$ cat config.mk
export PLATFORM = sky130hd
export DESIGN_NAME = pic_fetch_unit
export DESIGN_NICKNAME = d
export VERILOG_FILES = /design/src/rtl/pic_fetch_unit.sv
export SDC_FILE = /design/constraint.sdc
export NUM_CORES = 1
export LEC_CHECK = 0
export ABC_AREA = 1
export ABC_CLOCK_PERIOD_IN_PS = 12100
export BUFFER_PORTS_ARGS = -buffer_cell sky130_fd_sc_hd__buf_2
export CORE_ASPECT_RATIO = 1.25
export CORE_MARGIN = 2
export CORE_UTILIZATION = 50
export DETAILED_ROUTE_END_ITERATION = 12
export PLACE_DENSITY = 0.7
export SLEW_MARGIN = 25
export SYNTH_ARGS = -nofsm -noshare
export SYNTH_HDL_FRONTEND = slang
export SYNTH_SLANG_ARGS = --single-unit
export TNS_END_PERCENT = 30
$ cat constraint.sdc
create_clock -name master_clk -period 12.1 [get_ports master_clk]
set_clock_uncertainty 0.1 [all_clocks]
set_input_delay 1.21 -clock master_clk [delete_from_list [all_inputs] [get_ports master_clk]]
set_output_delay 1.21 -clock master_clk [all_outputs]
set_load 0.03 [all_outputs]
$ cat src/rtl/pic_fetch_unit.sv
// pic_fetch_unit: single-clock fetch/sequencing unit for the PIC core.
// Produces one-hot phase enables, the program counter, the instruction
// register with branch flush, and a circular call/return stack.
module pic_fetch_unit #(
    parameter int unsigned PC_WIDTH    = 12,
    parameter int unsigned INSTR_WIDTH = 14,
    parameter int unsigned STACK_DEPTH = 8,
    parameter int unsigned NUM_PHASES  = 4,
    parameter logic [PC_WIDTH-1:0] RESET_VECTOR = '0
) (
    input  logic                   master_clk,
    input  logic                   reset,
    input  logic                   stall,
    input  logic [INSTR_WIDTH-1:0] imem_data,
    input  logic                   jump_req,
    input  logic                   call_req,
    input  logic                   return_req,
    input  logic                   skip_req,
    input  logic [PC_WIDTH-1:0]    target,
    output logic [NUM_PHASES-1:0]  phase,
    output logic                   cycle_end,
    output logic [PC_WIDTH-1:0]    pc,
    output logic [INSTR_WIDTH-1:0] instr,
    output logic                   instr_valid,
    output logic [PC_WIDTH-1:0]    tos,
    output logic                   stack_overflow,
    output logic                   stack_underflow
);

    localparam int unsigned PTR_W = (STACK_DEPTH > 1) ? $clog2(STACK_DEPTH) : 1;
    localparam int unsigned CNT_W = $clog2(STACK_DEPTH + 1);
    localparam logic [PTR_W-1:0] LAST_PTR = PTR_W'(STACK_DEPTH - 1);
    localparam logic [CNT_W-1:0] FULL_CNT = CNT_W'(STACK_DEPTH);

    logic [PC_WIDTH-1:0] stack_mem [STACK_DEPTH];
    logic [PTR_W-1:0]    wr_ptr;
    logic [CNT_W-1:0]    count;

    logic                cycle_edge;
    logic                do_ret;
    logic                do_call;
    logic                do_jump;
    logic                do_skip;
    logic [PTR_W-1:0]    ptr_up;
    logic [PTR_W-1:0]    ptr_down;
    logic [PTR_W-1:0]    ptr_down2;
    logic [PC_WIDTH-1:0] pc_next;
    logic                valid_next;

    // Pointer wrap that also works for non-power-of-two depths.
    function automatic logic [PTR_W-1:0] ptr_inc(input logic [PTR_W-1:0] p);
        return (p == LAST_PTR) ? '0 : p + PTR_W'(1);
    endfunction

    function automatic logic [PTR_W-1:0] ptr_dec(input logic [PTR_W-1:0] p);
        return (p == '0) ? LAST_PTR : p - PTR_W'(1);
    endfunction

    assign cycle_end = phase[NUM_PHASES-1];

    // Request decode with priority return > call > jump > skip, and next PC.
    always_comb begin
        cycle_edge = phase[NUM_PHASES-1] & ~stall;
        do_ret     = 1'b0;
        do_call    = 1'b0;
        do_jump    = 1'b0;
        do_skip    = 1'b0;
        ptr_up     = ptr_inc(wr_ptr);
        ptr_down   = ptr_dec(wr_ptr);
        ptr_down2  = ptr_dec(ptr_down);
        pc_next    = pc + PC_WIDTH'(1);
        valid_next = 1'b1;
        if (cycle_edge && instr_valid) begin
            if (return_req) begin
                do_ret = 1'b1;
            end else if (call_req) begin
                do_call = 1'b1;
            end else if (jump_req) begin
                do_jump = 1'b1;
            end else if (skip_req) begin
                do_skip = 1'b1;
            end
        end
        if (do_ret) begin
            pc_next = stack_mem[ptr_down];
        end else if (do_call || do_jump) begin
            pc_next = target;
        end
        if (do_ret || do_call || do_jump || do_skip) begin
            valid_next = 1'b0;
        end
    end

    // Phase ring, fetch registers and call stack; everything frozen by stall.
    always_ff @(posedge master_clk or posedge reset) begin
        if (reset) begin
            phase           <= NUM_PHASES'(1);
            pc              <= RESET_VECTOR;
            instr           <= '0;
            instr_valid     <= 1'b0;
            wr_ptr          <= '0;
            count           <= '0;
            tos             <= '0;
            stack_overflow  <= 1'b0;
            stack_underflow <= 1'b0;
            for (int unsigned i = 0; i < STACK_DEPTH; i++) begin
                stack_mem[i] <= '0;
            end
        end else if (!stall) begin
            phase <= {phase[NUM_PHASES-2:0], phase[NUM_PHASES-1]};
            if (cycle_edge) begin
                instr       <= imem_data;
                pc          <= pc_next;
                instr_valid <= valid_next;
            end
            if (do_call) begin
                stack_mem[wr_ptr] <= pc;
                wr_ptr            <= ptr_up;
                tos               <= pc;
                if (count == FULL_CNT) begin
                    stack_overflow <= 1'b1;
                end else begin
                    count <= count + CNT_W'(1);
                end
            end else if (do_ret) begin
                wr_ptr <= ptr_down;
                tos    <= stack_mem[ptr_down2];
                if (count == '0) begin
                    stack_underflow <= 1'b1;
                end else begin
                    count <= count - CNT_W'(1);
                end
            end
        end
    end

endmodule
==> reports/results.tsv <==
metric	value	unit
status	complete, no violations	
globalplace.congestion	0.907	
yosysSeqAreaShare	45.1	%
clkLatencyLatePin	430	ps
synth_top_area_share	44.7	%
synth_area_leaders	dfrtp_1, nand2_1, o21ai_0, nand3_1, inv_1	
grt_pass1_vias	7251	
fin_crit_sh	28.2	%
clk_pin_slew_worst_paths	60	ps
setup_tns	0	ps
cts_resized	0	
cts_tree	yes	
vdd_ir_drop_max	130	uV
die_area	17500	um2
post-dp-hpwl	15100	um
grt_start_max_net_pins	101	
startpoint_type	register	
worst-path-stages	12	
area_delta_synth_final	12.1	%
pin_count	79	
met3_usage	4.58	%
design.core.area	16100	um2
use_met2	46.3	%
nNetsFinal	1204	
timing.hold.ws	373	ps
maxCapViolCount	0	
cts_sinks	148	
port_buffers	78	
end_kind	register	
clk_path_buf_depth	2	
synth_nets	1163	
critPathMostFrequentCell	nand2_1	
crit_fanout	41	
dr.first_iter.drc_count	614	
num_rows	52	
viasPerCell	5.46	
critPathRequiredTime	12310	ps
hp-start	instr[2]	
netlist_area	8220	um2
ctsHoldBuffers	0	
hold_viol	0	
synth_cell_types	37	
ant_nets	0	
hold_class	register to register	
worstMarginPinSlew	929	ps
yosys.area.top_type	dfrtp_1	
cts-root-buf	clkbuf_16	
syn_inst	1121	
top_usage_layer	met2	
powerDensity	258	nW/um2
crit_arrival	3620	ps
via_count	7589	
cp_num_buf_inv	3	
max_slew_margin	38.0	%
grt_overflow	0	
yosys_register_bits	148	
min_period	3410	ps
met1_usage	35.7	%
post_cts_buffers	0	
avgSynthCellArea	7.33	um2
synth-warning-count	0	
r2r_start	wr_ptr[0]	
slew_viol_final	0	
cp_top_family	buffers and inverters	
r2r_cells	12	
diodes	0	
p_leak	4.51	nW
grtUsageTotal	27.8	%
cts_inserted_buffers	17	
drc_errors	0	
die_h	147	um
dr.pass1.iters	5	
wl_per_cell	16.7	um
finalSetupViolations	0	
fmax	0.293	GHz
whs_path_depth	2	
drive_gt1_share	13.1	%
nFillCells	1586	
h-tree-depth	4	
routed_wl	23300	um
worstSetupPathType	register to register	
grt_pass1_wl	38100	um
cp_slowest_cell	inv_2	
crit_chain	inv_2, ha_1, inv_1, nand2_1, nand2_2, inv_2, nand2_1, nand2_1, nand2_1, nand3_1, nand2_1, nand2_1	
critPathLaunch	wr_ptr[0]	
rsz0062_at_grt	no	
initial_core_util	50.9	%
fp.dieW	119	um
antenna_found_initial	0	
slowest_delay	570	ps
-- cell families (layout without fill, tap and decap cells) --
family	Yosys count	count (layout)	synth area share [%]
AO/OA/AOI/OAI	212	212	13.5
adder cells (fa/ha/maj)	9	9	1.37
flip-flops	148	148	45.1
XOR/XNOR	7	7	0.746
buffers and inverters	138	192	7.76
AND/OR/NAND/NOR	607	607	31.5
-- cell usage in the layout (no fill, tap or decap), types with 2 or more instances in the layout --
cell type / instances
nand2_1: 451
dfrtp_1: 146
o21ai_0: 117
nand3_1: 98
buf_2: 78
inv_1: 64
o21ai_1: 37
a21oi_1: 37
nor2_1: 29
o211ai_1: 19
clkbuf_16: 17
ha_1: 9
buf_4: 8
inv_2: 7
inv_6: 6
nor2_2: 5
xor2_1: 5
or2_2: 4
nand4_4: 3
nand3_4: 3
nand4_2: 3
nand2_2: 3
bufinv_16: 3
clkinv_4: 3
nor3_1: 2
xnor2_1: 2
inv_8: 2
-- cell type report --
type	instances	area, um2	share of cell area [%]
tap	216	270	2.93
sequential	148	3710	40.2
clock inverter	15	195	2.12
timing repair buffer	86	450	4.89
multi-input combinational	835	3880	42.1
inverter	74	285	3.10
clock buffer	17	425	4.62
-- power by group --
| part | total (mW) | internal [mW] | switching, mW |
|---|---|---|---|
| sequential | 0.714 | 0.601 | 0.114 |
| combinational | 1.10 | 0.309 | 0.792 |
| clock | 0.558 | 0.331 | 0.227 |
| total | 2.37 | 1.24 | 1.13 |
-- flip-flops by register name, summed over array words and instances (netlist names) --
signal / count
instr: 14
count: 4
stack_underflow: 1
pc: 12
stack_mem: 96
instr_valid: 1
stack_overflow: 1
wr_ptr: 3
tos: 12
phase: 4
-- worst register-to-register path, cell delays in order (launching register included) --
cell and delay, ps:
dfrtp_2 450, inv_2 570, ha_1 370, inv_1 460, nand2_1 170, nand2_2 470
inv_2 270, nand2_1 120, nand2_1 60, nand2_1 60, nand3_1 70, nand2_1 70
nand2_1 60
-- final timing paths --
check                                 to  slack, ps
worst max-delay path              tos[8]       8690
worst min-delay path            instr[2]        370
worst max register to register    tos[8]       8690
worst min register to register  instr[2]        370
max in group asynchronous       instr[7]       9770
min in group asynchronous          pc[4]        830
-- cell usage after synthesis --
cell,count
nand2_1,451
dfrtp_1,147
o21ai_0,117
nand3_1,98
inv_1,65
a21oi_1,37
o21ai_1,37
nor2_1,30
clkbuf_1,24
buf_2,22
o211ai_1,19
buf_4,9
ha_1,9
inv_2,7
buf_6,6
xor2_1,5
nor2_2,4
or2_2,4
nand2_2,3
nand3_4,3
nand4_2,3
nand4_4,3
buf_1,2
nor3_1,2
xnor2_1,2
a31o_2,1
and2_1,1
buf_8,1
clkinv_1,1
dfstp_2,1
inv_4,1
nand3_2,1
nand3b_1,1
nand4_1,1
nor2_4,1
nor2_8,1
o22ai_1,1
-- metal layers --
| layer | wire, um | vias to the layer above |
|---|---|---|
| met5 | 0 | - |
| met1 | 9650 | 3538 |
| met3 | 1460 | 47 |
| met4 | 884 | 0 |
| met2 | 11300 | 283 |
| li1 | - | 3721 |
-- metrics by stage --
| stage | instances | util (%) | cell area [um2] | power [mW] | setup WS, ps |
|---|---|---|---|---|---|
| after floorplan | 1121 | - | 8220 | 1.53 | 6810 |
| after global placement | 1359 | 53.2 | 8590 | 1.79 | 8830 |
| after detailed placement | 1359 | 53.2 | 8590 | 1.80 | 8750 |
| after CTS | 1391 | 57.1 | 9210 | 2.37 | 8750 |
| after global routing | 1391 | 57.1 | 9210 | 2.53 | 8460 |
| final | 1391 | 57.1 | 9210 | 2.37 | 8690 |
No activity file was read; power rests on OpenSTA's default activity.
